===== src/rtl/regs_pkg.sv =====
// Shared register-file constants and write-back requester indices for the NPC core.
package regs_pkg;
  localparam int unsigned RF_WIDTH      = 32;
  localparam int unsigned RF_ADDR_WIDTH = 5;
  localparam int unsigned RF_NR_REGS    = 32;
  localparam int unsigned RF_ZERO_ADDR  = 0;

  localparam int unsigned WB_EXU = 0;
  localparam int unsigned WB_LSU = 1;
endpackage


===== src/rtl/regs_wb_sched_if.sv =====
// Decode, write-back and regfile-write signals of the write-back scheduler.
interface regs_wb_sched_if
  import regs_pkg::*;
#(
  parameter int unsigned WIDTH      = RF_WIDTH,
  parameter int unsigned ADDR_WIDTH = RF_ADDR_WIDTH
);
  logic                  iss_valid;
  logic [ADDR_WIDTH-1:0] iss_rd;
  logic                  iss_ready;
  logic [ADDR_WIDTH-1:0] rs1;
  logic [ADDR_WIDTH-1:0] rs2;
  logic                  raw_stall;
  logic                  wb0_valid;
  logic [ADDR_WIDTH-1:0] wb0_addr;
  logic [WIDTH-1:0]      wb0_data;
  logic                  wb0_ready;
  logic                  wb1_valid;
  logic [ADDR_WIDTH-1:0] wb1_addr;
  logic [WIDTH-1:0]      wb1_data;
  logic                  wb1_ready;
  logic                  rf_we;
  logic [ADDR_WIDTH-1:0] rf_addrw;
  logic [WIDTH-1:0]      rf_dinw;
  logic                  proto_err;

  modport master (
    output iss_valid, iss_rd, rs1, rs2,
    output wb0_valid, wb0_addr, wb0_data, wb1_valid, wb1_addr, wb1_data,
    input  iss_ready, raw_stall, wb0_ready, wb1_ready,
    input  rf_we, rf_addrw, rf_dinw, proto_err
  );

  modport slave (
    input  iss_valid, iss_rd, rs1, rs2,
    input  wb0_valid, wb0_addr, wb0_data, wb1_valid, wb1_addr, wb1_data,
    output iss_ready, raw_stall, wb0_ready, wb1_ready,
    output rf_we, rf_addrw, rf_dinw, proto_err
  );
endinterface


===== src/rtl/rr_arb2.sv =====
// Two-way round-robin arbiter; on contention the port that did not win last time is granted.
module rr_arb2 (
  input  logic       clk,
  input  logic       rst,
  input  logic [1:0] req,
  output logic [1:0] gnt
);
  logic last_grant;

  always_comb begin
    gnt = req;
    if (&req) begin
      gnt = last_grant ? 2'b01 : 2'b10;
    end
  end

  // Reset to port 1 so port 0 wins the first contention.
  always_ff @(posedge clk) begin
    if (rst) begin
      last_grant <= 1'b1;
    end else if (|gnt) begin
      last_grant <= gnt[1];
    end
  end
endmodule


===== src/rtl/regs_wb_sched.sv =====
// Register-file write-back scheduler: arbitrates EXU/LSU write-backs onto the single
// write port and keeps a per-register busy scoreboard for RAW stalls and WAW blocking.
module regs_wb_sched
  import regs_pkg::*;
#(
  parameter int unsigned WIDTH      = RF_WIDTH,
  parameter int unsigned ADDR_WIDTH = RF_ADDR_WIDTH,
  parameter int unsigned NR_REGS    = RF_NR_REGS
) (
  input  logic           clk,
  input  logic           rst,
  regs_wb_sched_if.slave bus
);
  logic [1:0]            req;
  logic [1:0]            gnt;
  logic [NR_REGS-1:0]    busy;
  logic [NR_REGS-1:0]    busy_nxt;
  logic [ADDR_WIDTH-1:0] sel_addr;
  logic [WIDTH-1:0]      sel_data;
  logic                  any_gnt;
  logic                  sel_nz;
  logic                  iss_fire;

  assign req = {bus.wb1_valid, bus.wb0_valid};

  rr_arb2 u_arb (
    .clk (clk),
    .rst (rst),
    .req (req),
    .gnt (gnt)
  );

  assign bus.wb0_ready = gnt[WB_EXU];
  assign bus.wb1_ready = gnt[WB_LSU];

  always_comb begin
    sel_addr = bus.wb0_addr;
    sel_data = bus.wb0_data;
    if (gnt[WB_LSU]) begin
      sel_addr = bus.wb1_addr;
      sel_data = bus.wb1_data;
    end
  end

  assign any_gnt  = |gnt;
  assign sel_nz   = sel_addr != ADDR_WIDTH'(RF_ZERO_ADDR);
  assign iss_fire = bus.iss_valid && bus.iss_ready &&
                    (bus.iss_rd != ADDR_WIDTH'(RF_ZERO_ADDR));

  // No bypass: busy stays set until the commit edge of the write.
  assign bus.iss_ready = !busy[bus.iss_rd];
  assign bus.raw_stall = busy[bus.rs1] | busy[bus.rs2];

  // Clear on commit, then set on issue so a same-register collision leaves it busy.
  always_comb begin
    busy_nxt = busy;
    if (bus.rf_we) begin
      busy_nxt[bus.rf_addrw] = 1'b0;
    end
    if (iss_fire) begin
      busy_nxt[bus.iss_rd] = 1'b1;
    end
    busy_nxt[RF_ZERO_ADDR] = 1'b0;
  end

  // Writes to register 0 are consumed without reaching the regfile port.
  always_ff @(posedge clk) begin
    if (rst) begin
      busy          <= '0;
      bus.rf_we     <= 1'b0;
      bus.rf_addrw  <= '0;
      bus.rf_dinw   <= '0;
      bus.proto_err <= 1'b0;
    end else begin
      busy      <= busy_nxt;
      bus.rf_we <= any_gnt && sel_nz;
      if (any_gnt && sel_nz) begin
        bus.rf_addrw <= sel_addr;
        bus.rf_dinw  <= sel_data;
      end
      if (any_gnt && sel_nz && !busy[sel_addr]) begin
        bus.proto_err <= 1'b1;
      end
    end
  end
endmodule


===== src/flat_wrapper.sv =====
// flat-port wrapper written by rule: the top's interface ports become plain ports
module regs_wb_sched_flat import regs_pkg::*;
#(
  parameter int unsigned WIDTH      = RF_WIDTH,
  parameter int unsigned ADDR_WIDTH = RF_ADDR_WIDTH,
  parameter int unsigned NR_REGS    = RF_NR_REGS
)
  (clk, rst, bus_iss_valid, bus_iss_rd, bus_rs1, bus_rs2, bus_wb0_valid, bus_wb0_addr, bus_wb0_data, bus_wb1_valid, bus_wb1_addr, bus_wb1_data, bus_iss_ready, bus_raw_stall, bus_wb0_ready, bus_wb1_ready, bus_rf_we, bus_rf_addrw, bus_rf_dinw, bus_proto_err);
  regs_wb_sched_if #(.WIDTH(WIDTH), .ADDR_WIDTH(ADDR_WIDTH)) bus_i ();
  input  logic clk;
  input  logic rst;
  input wire logic [$bits(bus_i.iss_valid)-1:0] bus_iss_valid;
  input wire logic [$bits(bus_i.iss_rd)-1:0] bus_iss_rd;
  input wire logic [$bits(bus_i.rs1)-1:0] bus_rs1;
  input wire logic [$bits(bus_i.rs2)-1:0] bus_rs2;
  input wire logic [$bits(bus_i.wb0_valid)-1:0] bus_wb0_valid;
  input wire logic [$bits(bus_i.wb0_addr)-1:0] bus_wb0_addr;
  input wire logic [$bits(bus_i.wb0_data)-1:0] bus_wb0_data;
  input wire logic [$bits(bus_i.wb1_valid)-1:0] bus_wb1_valid;
  input wire logic [$bits(bus_i.wb1_addr)-1:0] bus_wb1_addr;
  input wire logic [$bits(bus_i.wb1_data)-1:0] bus_wb1_data;
  output wire logic [$bits(bus_i.iss_ready)-1:0] bus_iss_ready;
  output wire logic [$bits(bus_i.raw_stall)-1:0] bus_raw_stall;
  output wire logic [$bits(bus_i.wb0_ready)-1:0] bus_wb0_ready;
  output wire logic [$bits(bus_i.wb1_ready)-1:0] bus_wb1_ready;
  output wire logic [$bits(bus_i.rf_we)-1:0] bus_rf_we;
  output wire logic [$bits(bus_i.rf_addrw)-1:0] bus_rf_addrw;
  output wire logic [$bits(bus_i.rf_dinw)-1:0] bus_rf_dinw;
  output wire logic [$bits(bus_i.proto_err)-1:0] bus_proto_err;
  assign bus_i.iss_valid = bus_iss_valid;
  assign bus_i.iss_rd = bus_iss_rd;
  assign bus_i.rs1 = bus_rs1;
  assign bus_i.rs2 = bus_rs2;
  assign bus_i.wb0_valid = bus_wb0_valid;
  assign bus_i.wb0_addr = bus_wb0_addr;
  assign bus_i.wb0_data = bus_wb0_data;
  assign bus_i.wb1_valid = bus_wb1_valid;
  assign bus_i.wb1_addr = bus_wb1_addr;
  assign bus_i.wb1_data = bus_wb1_data;
  assign bus_iss_ready = bus_i.iss_ready;
  assign bus_raw_stall = bus_i.raw_stall;
  assign bus_wb0_ready = bus_i.wb0_ready;
  assign bus_wb1_ready = bus_i.wb1_ready;
  assign bus_rf_we = bus_i.rf_we;
  assign bus_rf_addrw = bus_i.rf_addrw;
  assign bus_rf_dinw = bus_i.rf_dinw;
  assign bus_proto_err = bus_i.proto_err;
  regs_wb_sched #(.WIDTH(WIDTH), .ADDR_WIDTH(ADDR_WIDTH), .NR_REGS(NR_REGS)) u_core (.clk(clk), .rst(rst), .bus(bus_i));
endmodule

===== config.mk =====
export PLATFORM = sky130hd
export DESIGN_NAME = regs_wb_sched_flat
export DESIGN_NICKNAME = d
export VERILOG_FILES = /design/src/rtl/regs_pkg.sv /design/src/rtl/regs_wb_sched_if.sv /design/src/rtl/rr_arb2.sv /design/src/rtl/regs_wb_sched.sv /design/src/flat_wrapper.sv
export SDC_FILE = /design/constraint.sdc
export NUM_CORES = 1
export LEC_CHECK = 0
export CORE_AREA = 2 2 111 113
export CTS_BUF_LIST = sky130_fd_sc_hd__clkbuf_8
export CTS_CLUSTER_SIZE = 8
export DETAILED_ROUTE_END_ITERATION = 7
export DIE_AREA = 0 0 113 115
export HOLD_SLACK_MARGIN = 0.02
export PLACE_DENSITY = 0.68
export SYNTH_ARGS = -nofsm -noshare
export SYNTH_HDL_FRONTEND = slang
export SYNTH_SLANG_ARGS = --single-unit

===== constraint.sdc =====
create_clock -name clk -period 5.5 [get_ports clk]
set_input_delay 1.1 -clock clk [delete_from_list [all_inputs] [get_ports clk]]
set_output_delay 1.1 -clock clk [all_outputs]
set_load 0.1 [all_outputs]

# Word level (Yosys, flattened, before mapping)
# Cells that the tools add are included.
# totals
regBits	72
in_bits	94
out_inout_bits	43
# classes
order_cmp	7
muxes	18
bitwise_logic	4
n_reduce_logical	12
# op_table
op	count
$mux W32	3
$and A32 B32 Y32	1
$not A32 Y32	1
$or A32 B32 Y32	1
$lt A5 B6 Y1 const B	5
$bmux W1 S5	4
$demux W1 S5	2
$ge A5 B1 Y1 const B	2
$reduce_bool A5 Y1	2
$logic_and A1 B1 Y1	6
$mux W1	6
$mux W5	1
$mux W2	2
$logic_not A1 Y1	2
$reduce_and A2 Y1	1
$reduce_or A2 Y1	1
$or A1 B1 Y1	1

# Longest topological paths before layout
# logic_depth
depth_word	9
mapped_depth	9
ltp_nobuf	7

# By module
# Synthesis repeated with hierarchy kept, for this count alone.
# unflattened
cells_unflattened	468
hier_area_um2	4352.9
# by_module_without_submodules
mod	n_inst	cells_per_inst	area_each_um2
regs_wb_sched	1	461	4297.9
rr_arb2	1	7	55.1

# Least setup slack after synthesis
# OpenSTA, ideal clock, no wires.
# synth_path
path_type	input port to output port
from	input port bus_iss_rd[1]
to	output port bus_iss_ready
arrival_time_ns	4.224
t_required_ns	4.400
path_slack_ns	0.176
path_stages	5
path_buffers	1
path_cell_list	buf_2 mux2_2 a221oi_1 nor3_1 o31ai_1
# synth_via
elab_chain_len	3
# synth_lines
item	line	source
start, declared	flat_wrapper.sv:13	input wire logic [$bits(bus_i.iss_rd)-1:0] bus_iss_rd;
$bmux W1 S5	regs_wb_sched.sv:51	assign bus.iss_ready = !busy[bus.iss_rd];
$mux W1 (not written as such)	regs_wb_sched.sv:51	
$logic_not A1 Y1	regs_wb_sched.sv:51	
end, declared	flat_wrapper.sv:22	output wire logic [$bits(bus_i.iss_ready)-1:0] bus_iss_ready;
# Every way passes these cells. The select of a mux whose other input is x is not followed.

# Worst setup path in the final report
# layout_path
from	input port bus_iss_rd[0]
to	output port bus_iss_ready
# Same word-level chain as after synthesis.

==> metrics.md <==
| Metric | Value |
|---|---|
| CTS tree | `built` |
| Seq/Total Area, Yosys | `31.0%` |
| 1st-iter DRT viols | `504` |
| Most frequent cells in the layout | `clkdlybuf4s50_1, nand2_1, dfxtp_1` |
| Largest net degree at the start of global routing | `65` |
| Sw Pwr | `0.000551 W` |
| Number of synthesized flops with an enable pin | `0` |
| Most common cell after layout, fill and taps aside | `clkdlybuf4s50_1` |
| Avg Inst Size Synth | `8.74 µm²` |
| Die width | `113 µm` |
| Switch share | `37.0%` |
| Unrepaired setup endpoints after global routing | `no` |
| CTS buffer count | `9` |
| Pwr/cell area | `242 nW/µm²` |
| Vias per cell | `5.88` |
| N_diodes | `0` |
| Worst Slack Setup Final | `0.791 ns` |
| Top-level I/O count | `137` |
| Post-CTS resize count | `0` |
| Critical R2R Capture | `u_core.bus.rf_dinw[13]` |
| Failing checks | `DRC` |
| Worst EP arrival | `3.61 ns` |
| CTS hold repair buffers | `0` |
| Final Setup Violations | `0` |
| Worst Hold Class | `flip-flop to flip-flop` |
| DP HPWL | `11000 µm` |
| Clk_lat worst skew | `0.34 ns` |
| Synthesized area | `4590 µm²` |
| Post-CTS Setup Bufs | `0` |
| Initial Util | `38.8%` |
| Total negative setup slack | `0 ns` |
| Reg2Reg Setup Slack | `2.92 ns` |
| Final period utilization | `85.6%` |
| H-Tree Level Count | `3` |
| Pins Over Slew Limit | `0` |
| Setup WS pre-CTS | `0.771 ns` |
| Syn Nets | `619` |
| Reg area | `1420 µm²` |
| 1st-pass router iterations | `8` |
| First-pass GRT wire length | `23800 µm` |
| Async set-reset flop share out of synthesis | `0%` |
| DR vias | `4610` |
| Total track usage | `23.4%` |
| Multi-input gate area | `2920 µm²` |
| Core Area | `11800 µm²` |
| Die ar. | `13000 µm²` |
| Routed len/inst | `19.6 µm` |
| Synth area leaders | `dfxtp_1, mux4_2, nand2_1` |
| Worst-margin pin slew | `1.05 ns` |
| Endpoint type of the worst setup path | `output pin` |
| CP Class | `input port to output pin` |
| IO Port Bufs | `136` |
| R2R cell count | `8` |
| Yosys warns | `0` |
| DRC Markers | `6` |
| Static Leak | `2.22 nW` |
| Clk slew on worst S/H paths | `0.07 ns` |
| Clock Sinks | `71` |
| Std cell rows | `40` |
| Initial antenna violation count | `0` |
| Fillers | `1093` |
| Int Pwr | `0.000938 W` |
| Top_reg_cell synth | `dfxtp_1` |
| Synth unique cells | `56` |
| Combinational power share | `34.1%` |
| Launch point of the worst path | `bus_iss_rd[0]` |
| CP max FO | `19` |
| Final Hold Vio Count | `0` |
| CP required | `4.40 ns` |
| Synth Instances | `525` |
| Sequential share of power | `38.5%` |
| Post-route ant nets | `0` |
| Clock buffer depth | `2` |
| Layout cell share with drive strength beyond 1 | `11.5%` |
| CP endpoint | `bus_iss_ready` |
| Routed Wire Length | `15400 µm` |
| Status | `complete, but fails checks` |
| Clk pwr share | `27.4%` |
| F_max | `0.212 GHz` |
| Layout Skew | `0.00915 ns` |
| Fin crit period | `4.71 ns` |
| Seq cells post-synth | `71` |
| CP Launch Type | `input port` |
| Maximum capacitance violations | `0` |
| Layout area overhead | `34.0%` |
| Worst flop-to-flop path startpoint | `u_core.u_arb.last_grant` |
| IR drop worst, VDD | `129 µV` |
| Relative slew slack | `29.8%` |
| Die Y | `115 µm` |
| Vias in the first global route | `4414` |
| GP Congestion | `0.908` |
| CTS Root Buffer Type | `clkbuf_8` |
| GR Overflow Total | `0` |
| NumNets Final | `729` |
| Cell taking the most area after synthesis | `dfxtp_1` |
| Post-synth top area share | `31.0%` |
## Yosys cell counts, drive strengths merged, types with 2 or more instances
master / number
nor3b: 4
mux4: 29
mux2: 4
a221oi: 3
a2111oi: 2
nor4: 6
a211oi: 4
nand3: 7
buf: 17
a21oi: 13
nand4: 2
o21ai: 48
or2: 2
nand2: 97
o32ai: 3
clkbuf: 24
and2: 2
a311oi: 33
nand3b: 13
nand2b: 4
mux2i: 25
inv: 11
nor2: 49
dfxtp: 71
nor3: 3
a211o: 2
or3b: 2
o31ai: 4
a31oi: 2
nor2b: 25
## cells by family after synthesis
kind of cell           synth area share, %
muxes                                 21.3
buffers and inverters                 5.37
AOI/OAI and AO/OA                     19.2
DFF                                   31.0
and+or+nand+nor                       23.1
## final cells by class
cell class	count	area share (%)
clock buffer	11	2.46
timing repair buffer	140	22.6
multi-input combinational	402	47.5
tap	147	2.99
sequential	71	23.1
inverter	11	0.753
clock inverter	2	0.550
## routing by layer
metal  share of wire, %  track usage, %  wire length (µm)  vias to the layer above
met2                 49            38.2              7460                      212
met5                  0               0                 0                        -
li1                   -               -                 -                     2167
met3                7.8            3.74              1200                       38
met1                 41            30.3              6310                     2193
met4                2.6            11.5               397                        0
## worst min path at each step
stage / endpoint / cells past startpoint / start
2_1_floorplan: u_core.busy[3] / 2 / u_core.busy[3]
4_1_cts: u_core.bus.rf_dinw[16] / 2 / u_core.bus.rf_dinw[16]
3_5_place_dp: u_core.bus.rf_dinw[21] / 2 / u_core.bus.rf_dinw[21]
6_report: u_core.bus.rf_dinw[21] / 2 / u_core.bus.rf_dinw[21]
3_3_place_gp: u_core.bus.rf_dinw[22] / 2 / u_core.bus.rf_dinw[22]
5_1_grt: u_core.bus.rf_dinw[4] / 2 / u_core.bus.rf_dinw[4]
## through the flow
stage | power [W] | cells | cell area, µm² | hold WS (ns) | util [%]
global placement | 0.00109 | 771 | 5960 | 0.484 | 50.5
detailed placement | 0.00109 | 771 | 5960 | 0.493 | 50.5
CTS | 0.00150 | 784 | 6140 | 0.502 | 52.0
floorplan | 0.000930 | 525 | 4590 | 0.485 | -
global route | 0.00155 | 784 | 6140 | 0.515 | 52.0
finish | 0.00149 | 784 | 6140 | 0.498 | 52.0
## state kept, by name, summed over array words and instances, names as in the netlist
name	count
u_core.bus.rf_dinw	32
u_core.bus.rf_we	1
u_core.bus.proto_err	1
u_core.bus.rf_addrw	5
u_core.busy	31
u_core.u_arb.last_grant	1
## critical path, stage by stage
cell and delay [ns]:
clkdlybuf4s50_1 0.99, mux4_2 0.59, mux2i_1 0.16, nor2b_1 0.10
o31ai_1 0.43, buf_12 0.23
## power by group through the flow
| stage | combinational [W] | sequential [W] | clock [W] |
|---|---|---|---|
| 2_1_floorplan | 0.000167 | 0.000763 | 0 |
| 3_3_place_gp | 0.000503 | 0.000582 | 0 |
| 3_5_place_dp | 0.000508 | 0.000583 | 0 |
| 4_1_cts | 0.000509 | 0.000572 | 0.000421 |
| 5_1_grt | 0.000532 | 0.000576 | 0.000440 |
| 6_report | 0.000508 | 0.000573 | 0.000408 |
No activity file was read; power rests on OpenSTA's default activity.
==> RTL change 1 (same settings) <==
Reset style: asynchronous (`rst`), changed in 2 clocked blocks.
--- a/src/rtl/rr_arb2.sv
+++ b/src/rtl/rr_arb2.sv
@@ -16,5 +16,5 @@
 
   // Reset to port 1 so port 0 wins the first contention.
-  always_ff @(posedge clk) begin
+  always_ff @(posedge clk or posedge rst) begin
     if (rst) begin
       last_grant <= 1'b1;
--- a/src/rtl/regs_wb_sched.sv
+++ b/src/rtl/regs_wb_sched.sv
@@ -65,5 +65,5 @@
 
   // Writes to register 0 are consumed without reaching the regfile port.
-  always_ff @(posedge clk) begin
+  always_ff @(posedge clk or posedge rst) begin
     if (rst) begin
       busy          <= '0;
Formal check against the unedited RTL: differs if rst is asserted again (counterexample within 4 cycles, from zero or initial values and one cycle with rst high); with rst held inactive, the same outputs for 10 cycles.
==> RTL change 1 against the unedited design <==
The run still ends with DRC left. Clock skew up 0.0026 ns. Cell count down 9.4%. Critical path depth rose by 1. Via count shrank 12%. Sequential cell count is the same. Wire length is 10% lower. Synthesized cell count fell by 17%. Setup slack lost 0.16 ns. Area after synthesis shrank 1.5%. Cell area is essentially flat. Count of clock-buffer cells in the layout down 2.
Power is not compared: it rests on default switching activity, and its combinational part moved more than twofold at a synthesized area within 25%.
==> RTL change 1: results (changes against the unedited design) <==
stage,metric,value,unit,change
yosys,synth_cells,438,,-17%
critical_path,slowest_stage,clkdlybuf4s50_1,,
critical_path,crit_start,bus_iss_rd[0],,
drt,via_per_inst,5.70,,-3.0%
clock_tree,insertion_delay,0.35,ns,
global_route,grt_pass1_vias,4052,,-8.2%
yosys,ys_top_cells_by_count,"o21ai_0 (97), dfrtp_1 (70), nand2_1 (60)",,
clock_tree,cts_resized,0,,unchanged
place,gp_congestion,0.903,,-0.54%
clock_tree,clock_path_buffers,2,,unchanged
global_route,grt_pass1_wl,21.3,mm,-10%
yosys,synth_area_leaders,"dfrtp_1 (39%), mux4_2 (14%), mux2i_1 (12%)",,
drt,drc,5,,-1
global_route,grt_use_total,21.2,%,-2.1 points
timing,fmaxAchievable,0.205,GHz,-3.2%
final_layout,nNetsFinal,653,,-10%
place,numPortBuffers,136,,unchanged
critical_path,r2r_start,u_core.u_arb.last_grant,,
drt,drtPass1Iterations,7,,-1
final_layout,final.fill_count,1097,,+0.37%
clock_tree,post-cts-setup-buffer-count,0,,unchanged
final_layout,reg_top3,"u_core.bus.rf_dinw x32, u_core.busy x31, u_core.bus.rf_addrw x5",,
timing,finalClockSkew,0.0118,ns,+0.00263 ns
global_route,grt_start_max_net_pins,40,,-38%
yosys,ys_seq_area_share,39.4,%,+8.4 points
status,outcome,finished with violations,,
place,pre_cts_slack,0.631,ns,-0.140 ns
final_layout,antenna_cells,0,,unchanged
yosys,synth_cell_types,46,,-18%
critical_path,cpPeakStageDelay,0.90,ns,-0.09 ns
place,dpl.hpwl,10.3,mm,-7.2%
timing,timing_hold_violations_final,0,,unchanged
drt,wl,13.8,mm,-10%
place,dp_cells,695,,-9.9%
critical_path,reg2reg_setup_slack,2.42,ns,-0.50 ns
critical_path,path_max_fanout,15,,-4
flow_run,drv_cap,0,,unchanged
clock_tree,clk_pin_slew,0.08,ns,
critical_path,cp_data_arrival_time,3.77,ns,+0.16 ns
clock_tree,numCtsBuffers,9,,unchanged
pwr,ir_drop,0.000198,V,
min_path,worst_hold_startpoint,u_core.bus.rf_dinw[28],,
yosys,async_flop_share,100,%,+100 points
drt,drt-initial-drc-count,301,,-40%
timing,max_slew_margin,31.2,%,+1.5 points
global_route,overflow,0,,unchanged
status,violations,DRC,,
final_layout,drive_gt1_share,12.4,%,+0.97 points
global_route,antenna_found_initial,0,,unchanged
yosys,syn-num-nets,532,,-14%
drt,vias,4048,,-12%
## RTL change 1: critical path, delay by kind of cell
family        cells  cell delay, ns
simple gates      2            0.38
mux               2            1.06
buf+inv           3            1.22
## RTL change 1: layout make-up
class | count | area [sq um] | area share [%]
flip-flops and latches | 71 | 1780 | 28.9
repair buffers | 141 | 1400 | 22.9
inverters | 6 | 22.5 | 0.367
clock buffers | 9 | 124 | 2.02
clock inverters | 6 | 62.6 | 1.02
well taps | 147 | 184 | 2.99
multi-input cells | 330 | 2570 | 41.8
## RTL change 1: metrics by stage
step	instance area, sq um	hold WS, ns
3_3_place_gp	5960	0.462
4_1_cts	6140	0.489
3_5_place_dp	5960	0.470
6_report	6140	0.484
2_1_floorplan	4520	0.468
5_1_grt	6140	0.517
## RTL change 1: layer usage
layer | up-vias | part of all wire, % | global-route usage, % | wire [um]
li1 | 1867 | - | - | -
met1 | 1930 | 38 | 26.7 | 5290
met2 | 218 | 49 | 35.4 | 6840
met3 | 33 | 9.7 | 4.96 | 1340
met4 | 0 | 2.6 | 9.11 | 355
met5 | - | 0 | 0 | 0
## RTL change 1: cell families after synthesis
| family | Yosys count | synth area share (%) |
|---|---|---|
| compound gates | 127 | 15.7 |
| buf+inv | 37 | 3.79 |
| flops | 71 | 39.4 |
| mux | 90 | 28.4 |
| simple gates | 113 | 12.7 |
## RTL change 1: path summary, 6_finish.rpt
kind                                                end  depth (start not counted)
worst max-delay path                      bus_iss_ready                          7
worst max register to register   u_core.bus.rf_dinw[17]                          9
worst min register to register   u_core.bus.rf_dinw[28]                          2
worst min-delay path             u_core.bus.rf_dinw[28]                          2
min in group asynchronous         u_core.bus.rf_dinw[6]                          2
max in group asynchronous       u_core.u_arb.last_grant                          3
## RTL change 1: power by group
| part | internal, mW | leakage [nW] | switching, mW |
|---|---|---|---|
| sequential | 0.672 | 0.831 | 0.286 |
| clock | 0.206 | 0.0988 | 0.201 |
| combinational | 0.477 | 1.48 | 0.632 |
==> RTL change 2 (config.mk and constraints unchanged) <==
Without the edit above. Set the package constant `RF_ADDR_WIDTH` to 4 (it was 5).
--- a/src/rtl/regs_pkg.sv
+++ b/src/rtl/regs_pkg.sv
@@ -2,5 +2,5 @@
 package regs_pkg;
   localparam int unsigned RF_WIDTH      = 32;
-  localparam int unsigned RF_ADDR_WIDTH = 5;
+  localparam int unsigned RF_ADDR_WIDTH = 4;
   localparam int unsigned RF_NR_REGS    = 32;
   localparam int unsigned RF_ZERO_ADDR  = 0;
Ports: changed (6 resized); port bits go from 137 to 131. The function was not compared with the original's and may differ.
==> RTL change 2 against the unedited design <==
The run still ends with DRC left. Cell count is 26% lower. Wire length is 41% lower. Maximum frequency is 7.6% higher. Via count is 36% lower. Cell area is 26% lower. Area after synthesis is 34% lower. Worst hold slack worse by 0.023 ns. Sequential cell count is 17 lower. Power is 23% lower. Sequential share of layout area is 0.76 points higher. Setup slack better by 0.33 ns. Critical endpoint unchanged.
==> RTL change 2: results (changes against the unedited design) <==
stage,metric,value,unit,change
status,violations,DRC,,
drt,via_per_inst,5.02,,-15%
final_layout,layoutNonFillerInstCount,584,,-26%
status,outcome,finished with violations,,
final_layout,nNetsFinal,525,,-28%
yosys,ys_top_cells_by_count,"dfxtp_1 (54), nor2_1 (48), mux2i_1 (43)",,
yosys,syn_avg_cell_area,9.51,sq um,+8.9%
global_route,grt_pass1_wl,14.3,mm,-40%
drt,wl,9.01,mm,-41%
drt,drc,8,,+2
clock_tree,numCtsBuffers,5,,-4
drt,drtPass1Iterations,6,,-2
place,numPortBuffers,130,,-4.4%
pwr,leakage,1.64,nW,-26%
clock_tree,htreeDepth,2,,-1
timing,max_slew_margin,33.2,%,+3.5 points
yosys,ys_seq_area_share,35.7,%,+4.7 points
timing,finalClockSkew,0.00874,ns,-0.000409 ns
pwr,ir_drop,0.000102,V,-21%
yosys,synth_area_leaders,"dfxtp_1 (36%), mux2i_1 (14%), mux4_2 (7.4%)",,
clock_tree,clk_pin_slew,0.10,ns,+0.03 ns
drt,drt-initial-drc-count,105,,-79%
global_route,grt_use_total,13.6,%,-9.7 points
yosys,synth_cell_types,41,,-27%
clock_tree,insertion_delay,0.31,ns,-0.03 ns
final_layout,reg_top3,"u_core.bus.rf_dinw x32, u_core.busy x15, u_core.bus.rf_addrw x4",,
final_layout,final.fill_count,1194,,+9.2%
critical_path,cp_data_arrival_time,3.28,ns,-0.33 ns
place,gp_congestion,0.908,,about the same
critical_path,path_max_fanout,12,,-7
global_route,grt_pass1_vias,2813,,-36%
-- RTL change 2: final cells by class --
cell class              instances  area share (%)
multi-input cells             239            40.7
repair buffers                133            29.0
flip-flops and latches         54            23.9
well taps                     147            4.06
clock buffers                   6            1.82
clock inverters                 2           0.276
inverters                       3           0.249
-- RTL change 2: per-stage QoR --
stage          hold WS, ns  area [sq um]  worst slack, ns  power [mW]
2_1_floorplan        0.476          3030             1.11       0.769
5_1_grt              0.499          4530             1.06        1.20
3_3_place_gp         0.451          4430             1.16       0.916
4_1_cts              0.474          4530             1.11        1.16
6_report             0.474          4530             1.12        1.14
3_5_place_dp         0.446          4430             1.11       0.921
-- RTL change 2: kinds of logic after synthesis --
| group | Yosys count | share of synthesized area [%] |
|---|---|---|
| buffers and inverters | 25 | 4.09 |
| flip-flops | 54 | 35.7 |
| AND/OR/NAND/NOR | 91 | 13.6 |
| multiplexers | 60 | 24.7 |
| AO/OA/AOI/OAI | 88 | 21.8 |
-- RTL change 2: path summary, 6_finish.rpt --
path | startpoint | end | slack, ns | cells after the start
worst min-delay path | u_core.bus.proto_err | u_core.bus.proto_err | 0.47 | 2
worst min register to register | u_core.bus.proto_err | u_core.bus.proto_err | 0.47 | 2
worst max-delay path | bus_iss_rd[0] | bus_iss_ready | 1.12 | 5
worst max register to register | u_core.u_arb.last_grant | u_core.bus.rf_dinw[10] | 3.13 | 6
-- RTL change 2: layer usage --
metal / vias up / wire length, um / GRT usage [%]
met5: - / 0 / 0
met4: 0 / 127 / 4.31
met3: 11 / 743 / 3.43
met2: 116 / 4300 / 22.3
met1: 1380 / 3840 / 17.8
li1: 1422 / - / -
-- RTL change 2: worst max-delay path, stage by stage --
cell and delay [ns]:
clkdlybuf4s50_1 0.75, mux4_2 0.59, mux4_2 0.48, inv_1 0.07
buf_4 0.28
-- RTL change 2: power breakdown --
part           total, mW  internal (mW)  switching [mW]
clock              0.233          0.101           0.132
sequential         0.445          0.421          0.0245
combinational      0.465          0.156           0.309
total               1.14          0.678           0.465
